$ cat config.mk
export PLATFORM = sky130hd
export DESIGN_NAME = branch_predict_unit
export DESIGN_NICKNAME = d
export VERILOG_FILES = /design/src/rtl/branch_predict_unit_pkg.sv /design/src/rtl/branch_predict_unit_pred_fifo.sv /design/src/rtl/branch_predict_unit.sv
export SDC_FILE = /design/constraint.sdc
export NUM_CORES = 1
export LEC_CHECK = 0
export BUFFER_PORTS_ARGS = -buffer_cell sky130_fd_sc_hd__buf_2
export CORE_MARGIN = 2
export CORE_UTILIZATION = 54
export DETAILED_ROUTE_END_ITERATION = 16
export PLACE_DENSITY_LB_ADDON = 0.25
export SLEW_MARGIN = 25
export SYNTH_ARGS = -nofsm -noshare
export SYNTH_HDL_FRONTEND = slang
export SYNTH_SLANG_ARGS = --single-unit
$ cat constraint.sdc
create_clock -name clk -period 2.5 [get_ports clk]
set_input_delay 0.25 -clock clk [delete_from_list [all_inputs] [get_ports clk]]
set_output_delay 0.25 -clock clk [all_outputs]
set_load 0.005 [all_outputs]
$ cat src/rtl/branch_predict_unit_pkg.sv
// Shared constants and helpers for the branch predictor.
// Counter encodings, branch opcode and the resolve bundle.
package branch_predict_unit_pkg;

  localparam logic [6:0] OPC_BRANCH = 7'b1100011;

  localparam logic [1:0] CTR_SNT = 2'b00;
  localparam logic [1:0] CTR_WNT = 2'b01;
  localparam logic [1:0] CTR_WT  = 2'b10;
  localparam logic [1:0] CTR_ST  = 2'b11;

  typedef struct packed {
    logic        valid;
    logic [31:0] pc;
    logic        taken;
  } resolve_t;

  function automatic logic [1:0] ctr_next(
    input logic [1:0] c,
    input logic       t
  );
    logic [1:0] n;
    n = c;
    unique case (1'b1)
      t && (c != CTR_ST):   n = c + 2'd1;
      !t && (c != CTR_SNT): n = c - 2'd1;
      default:              n = c;
    endcase
    return n;
  endfunction

endpackage

$ cat src/rtl/branch_predict_unit_pred_fifo.sv
// In-flight prediction queue: 1-bit entries, flush clears everything.
// Push and pop together stay legal when full.
module pred_fifo
  import branch_predict_unit_pkg::*;
#(
  parameter int QDEPTH = 4,
  localparam int PW = $clog2(QDEPTH),
  localparam int CW = PW + 1
) (
  input  logic          clk,
  input  logic          rst_n,
  input  logic          push,
  input  logic          pop,
  input  logic          flush,
  input  logic          din,
  output logic          dout,
  output logic [CW-1:0] count,
  output logic          full,
  output logic          empty,
  output logic          overflow
);

  logic [QDEPTH-1:0] mem;
  logic [PW-1:0]     rd_ptr;
  logic [PW-1:0]     wr_ptr;
  logic              rd_en;
  logic              wr_en;

  assign full  = (count == CW'(QDEPTH));
  assign empty = (count == '0);
  assign dout  = mem[rd_ptr];

  assign rd_en    = pop & ~empty;
  assign wr_en    = push & (~full | rd_en);
  assign overflow = push & full & ~rd_en & ~flush;

  always_ff @(posedge clk or negedge rst_n) begin
    if (!rst_n) begin
      mem    <= '0;
      rd_ptr <= '0;
      wr_ptr <= '0;
      count  <= '0;
    end else if (flush) begin
      rd_ptr <= '0;
      wr_ptr <= '0;
      count  <= '0;
    end else begin
      if (wr_en) begin
        mem[wr_ptr] <= din;
        wr_ptr      <= wr_ptr + PW'(1);
      end
      if (rd_en) begin
        rd_ptr <= rd_ptr + PW'(1);
      end
      unique case ({wr_en, rd_en})
        2'b10:   count <= count + CW'(1);
        2'b01:   count <= count - CW'(1);
        default: count <= count;
      endcase
    end
  end

endmodule

$ cat src/rtl/branch_predict_unit.sv
// Bimodal 2-bit branch predictor with in-flight prediction queue.
// Define BPU_STATS_EN to add branch/mispredict counters.
module branch_predict_unit
  import branch_predict_unit_pkg::*;
#(
  parameter int BHT_ENTRIES = 64,
  parameter int QDEPTH      = 4
) (
  input  logic        clk,
  input  logic        reset_in,
  input  logic [31:0] pc_in,
  input  logic [6:0]  instr_opcode_in,
  input  logic        stall_in,
  input  logic        resolve_valid_in,
  input  logic [31:0] resolve_pc_in,
  input  logic        resolve_taken_in,
  output logic        branch_taken_out,
  output logic        wrong_predict_out,
  output logic [3:0]  queue_count_out,
  output logic        error_out
`ifdef BPU_STATS_EN
  ,
  output logic [31:0] branch_count_out,
  output logic [31:0] mispredict_count_out
`endif
);

  localparam int IW = $clog2(BHT_ENTRIES);
  localparam int CW = $clog2(QDEPTH) + 1;

  logic [1:0]    bht [BHT_ENTRIES];
  logic [IW-1:0] lidx;
  logic [IW-1:0] uidx;
  resolve_t      rsv;

  logic          is_branch;
  logic          pred;
  logic          push;
  logic          pop;
  logic          mispredict;
  logic          q_head;
  logic [CW-1:0] q_count;
  logic          q_full;
  logic          q_empty;
  logic          q_overflow;
  logic          unused;

  assign rsv = '{valid: resolve_valid_in,
                 pc:    resolve_pc_in,
                 taken: resolve_taken_in};

  assign lidx = pc_in[IW+1:2];
  assign uidx = rsv.pc[IW+1:2];

  assign unused = ^{pc_in[31:IW+2], pc_in[1:0],
                    resolve_pc_in[31:IW+2], resolve_pc_in[1:0],
                    q_full};

  assign is_branch = (instr_opcode_in == OPC_BRANCH);
  assign pred      = bht[lidx][1];
  assign push      = is_branch & ~stall_in;
  assign pop       = rsv.valid & ~q_empty;
  assign mispredict = pop & (q_head != rsv.taken);

  assign branch_taken_out  = reset_in & push & pred;
  assign wrong_predict_out = reset_in & mispredict;
  assign queue_count_out   = 4'(q_count);

  // A mispredict squashes the queue and any same-cycle push.
  pred_fifo #(
    .QDEPTH(QDEPTH)
  ) u_fifo (
    .clk     (clk),
    .rst_n   (reset_in),
    .push    (push & ~mispredict),
    .pop     (pop),
    .flush   (mispredict),
    .din     (pred),
    .dout    (q_head),
    .count   (q_count),
    .full    (q_full),
    .empty   (q_empty),
    .overflow(q_overflow)
  );

  always_ff @(posedge clk or negedge reset_in) begin
    if (!reset_in) begin
      for (int i = 0; i < BHT_ENTRIES; i++) begin
        bht[i] <= CTR_WNT;
      end
    end else if (pop) begin
      bht[uidx] <= ctr_next(bht[uidx], rsv.taken);
    end
  end

  always_ff @(posedge clk or negedge reset_in) begin
    if (!reset_in) begin
      error_out <= 1'b0;
    end else if ((rsv.valid & q_empty) | q_overflow) begin
      error_out <= 1'b1;
    end
  end

`ifdef BPU_STATS_EN
  always_ff @(posedge clk or negedge reset_in) begin
    if (!reset_in) begin
      branch_count_out     <= '0;
      mispredict_count_out <= '0;
    end else begin
      if (pop && branch_count_out != '1) begin
        branch_count_out <= branch_count_out + 32'd1;
      end
      if (mispredict && mispredict_count_out != '1) begin
        mispredict_count_out <= mispredict_count_out + 32'd1;
      end
    end
  end
`endif

endmodule

==> results.sh <==
export IMPL_grt_max_degree=119
export IMPL_wirelength_um=23100
export IMPL_hold_class="input port to async pin"
export IMPL_die_y_um=124
export IMPL_final_nets=957
export IMPL_ir_drop_uv=548
export IMPL_coreArea_mm2=0.0140
export IMPL_globalplace_congestion=0.904
export IMPL_portBuffers=29
export IMPL_p_total_mw=7.82
export IMPL_max_cap_viol_count=0
export IMPL_drtAntennaViolNets=0
export IMPL_tightest_slew_ps=644
export IMPL_slew_viol_final=0
export IMPL_place_hpwl_um=14000
export IMPL_syn_area_per_cell_um2=10.5
export IMPL_syn_nets=828
export IMPL_area_growth_pct=28.1
export IMPL_yosysSeqAreaShare=0.458
export IMPL_syn_area_mm2=0.00782
export IMPL_status="finished with violations"
export IMPL_n_antenna_cell=0
export IMPL_ioPinCount=83
export IMPL_synth_top_area_cell="dfrtp_1"
export IMPL_rows=43
export IMPL_grt_overflow_total=0
export IMPL_slew_headroom=0.570
export IMPL_top_usage_layer="met2"
export IMPL_cts_buffer_depth=2
export IMPL_synth_area_leaders="dfrtp_1, dfstp_2, nand2_1"
export IMPL_grt_setup_unrepaired="yes"
export IMPL_cts_root_buf="clkbuf_16"
export IMPL_nFillCells=968
export IMPL_num_vias=6616
export IMPL_cts_tree="done"
export IMPL_finalHoldViolCount=0
export IMPL_whs_ps=266
export IMPL_cts_buffers=17
export IMPL_use_met1=0.351
export IMPL_arrival_ps=2660
export IMPL_path_depth=5
export IMPL_cp_top_family="multiplexers"
export IMPL_worst_setup_path_end_kind="output port"
export IMPL_rr_worst_depth=11
export IMPL_synth_edf_count=0
export IMPL_clkLatencyLatePin_ps=430
export IMPL_antenna_found_initial=1
export IMPL_stdcell_area_mm2=0.0100
export IMPL_die_area_mm2=0.0155
export IMPL_timing_final_crit_share=1.16
export IMPL_grt_pass1_wl_um=32800
export IMPL_synth_most_common_cell="nand2_1"
export IMPL_setup_viol=129
export IMPL_synth_flop_cell="dfrtp_1"
export IMPL_clock_fmax_mhz=344
export IMPL_grt_use_met2=0.438
export IMPL_skew_ps=9.24
export IMPL_placed_cell_area_mm2=0.00868
export IMPL_critical_path_class="flop to output port"
export IMPL_cts_sinks=140
export IMPL_violations="negative setup slack"
export IMPL_cp_slowest_stage_delay_ps=550
export IMPL_powerDensity_mw_per_mm2=780
export IMPL_yosys_top_cells_count="nand2_1, dfrtp_1, dfstp_2, o21ai_1, o21ai_2"
export IMPL_drc=0
export IMPL_worst_r2r_setup_slack_ps=-380
export IMPL_wl_per_cell_um=21.7
export IMPL_setup_ws_ps=-409
export IMPL_crit_required_ps=2250
export IMPL_first_pass_iters=5
export IMPL_p_leak_nw=4.25
export IMPL_grt_usage=0.271
export IMPL_crit_path_start_kind="flop"
export IMPL_yosys_register_bits=140
export IMPL_dp_slack_ps=-293
export IMPL_crit_fanout=3
export IMPL_viasPerCell=6.19
export IMPL_cpMostUsedCell="mux4_2"
export IMPL_initial_utilization=0.557
export IMPL_fp_dieW_um=124
export IMPL_crit_chain="mux4_2 -> mux4_2 -> mux4_2 -> and3_4 -> buf_6"
export IMPL_grt_pass1_vias=6243
export IMPL_slowest_stage="mux4_2"
export IMPL_yosys_warnings=0
export IMPL_async_flop_share=1.00
export IMPL_synth_cell_types=70
export IMPL_synth_top_cell_area_share=0.243
export IMPL_fin_setup_tns_ps=-33020
export IMPL_synth_cells=747
export IMPL_fin_crit_ps=2910
export IMPL_timing_rr_start="bht[97]"
export IMPL_r2r_end="bht[123]"
export IMPL_path_clk_slew_ps=60
export IMPL_drive_above_1_share=0.452
export IMPL_drt_iter0_markers=606
export IMPL_path_buf_inv=1
export IMPL_htree_levels=4
export IMPL_grt_util_met3=0.0747
==> flip-flops by register name (all words and copies together) (netlist names) <==
register       cells
bht              128
u_fifo.mem         4
error_out          1
u_fifo.wr_ptr      2
u_fifo.rd_ptr      2
u_fifo.count       3
==> metal layers <==
metal / wire, um / vias up
met4: 850 / 0
li1: - / 2932
met2: 11400 / 326
met5: 0 / -
met1: 8960 / 3275
met3: 1940 / 83
==> repair_timing <==
| action | 4_1_cts | 5_1_grt |
|---|---|---|
| pin swaps | 3 | 7 |
| hold buffers | 1 | 0 |
| buffers inserted | 2 | 14 |
| endpoints found under the hold margin | 22 | 0 |
| cloned | 0 | 17 |
| gates resized for setup | 6 | 67 |
| endpoints found under the setup margin | 3 | 131 |
==> layout by cell type (no fill, tap or decap), drive strengths merged, types with 10 or more instances in the layout <==
cell and count:
buf 141, clkbuf 31, dfrtp 76, dfstp 64, mux2i 21, mux4 34, nand2 227, nor2 19
nor3 10, o21ai 135
==> stage by stage <==
step,cells,util
final,1069,0.713
after global routing,1069,0.713
after CTS,1039,0.665
after detailed placement,1004,0.618
after global placement,1004,0.618
after floorplan,747,-
==> how the worst max path moves through the flow <==
stage                startpoint               end  slack, ps
4_1_cts                 bht[97]  branch_taken_out       -410
6_report               bht[103]  branch_taken_out       -410
3_5_place_dp   resolve_pc_in[2]           bht[21]       -290
3_3_place_gp   resolve_pc_in[2]           bht[76]       -220
5_1_grt                 bht[97]          bht[123]       -460
2_1_floorplan          pc_in[2]  branch_taken_out          4
==> where the power goes <==
part | leakage, nW | switching (mW) | internal, mW
Sequential | 1.70 | 0.290 | 2.82
Combinational | 2.26 | 1.04 | 1.02
Clock | 0.290 | 0.986 | 1.66
Total | 4.25 | 2.32 | 5.50
==> worst register-to-register path, stage by stage, from the launching register on <==
cell and delay, ps:
dfrtp_1 390, buf_4 140, buf_6 110, mux4_2 480, mux2i_2 220, nand2_1 100
a22oi_2 220, nor4b_4 300, maj3_4 420, buf_12 160, clkbuf_16 160, o21ai_2 70
==> cell families (layout without fill, tap and decap cells) <==
family,count (synthesis),after routing,synth area share
AND/OR/NAND/NOR,296,296,0.166
AO/OA/AOI/OAI,183,183,0.164
flip-flops,140,140,0.458
multiplexers,64,64,0.141
buffers and inverters,52,194,0.0541
adder cells (fa/ha/maj),7,7,0.0125
XOR/XNOR,4,4,0.00448
other,1,1,0.000479
==> layout make-up <==
type / instances / area [um2] / area share
clock inverter: 12 / 171 / 0.0171
clock buffer: 20 / 437 / 0.0436
inverter: 9 / 33.8 / 0.00337
timing repair buffer: 153 / 1570 / 0.157
multi-input combinational: 555 / 4000 / 0.399
sequential: 140 / 3580 / 0.358
tap: 180 / 225 / 0.0225
Power figures use the tool's default switching activity.
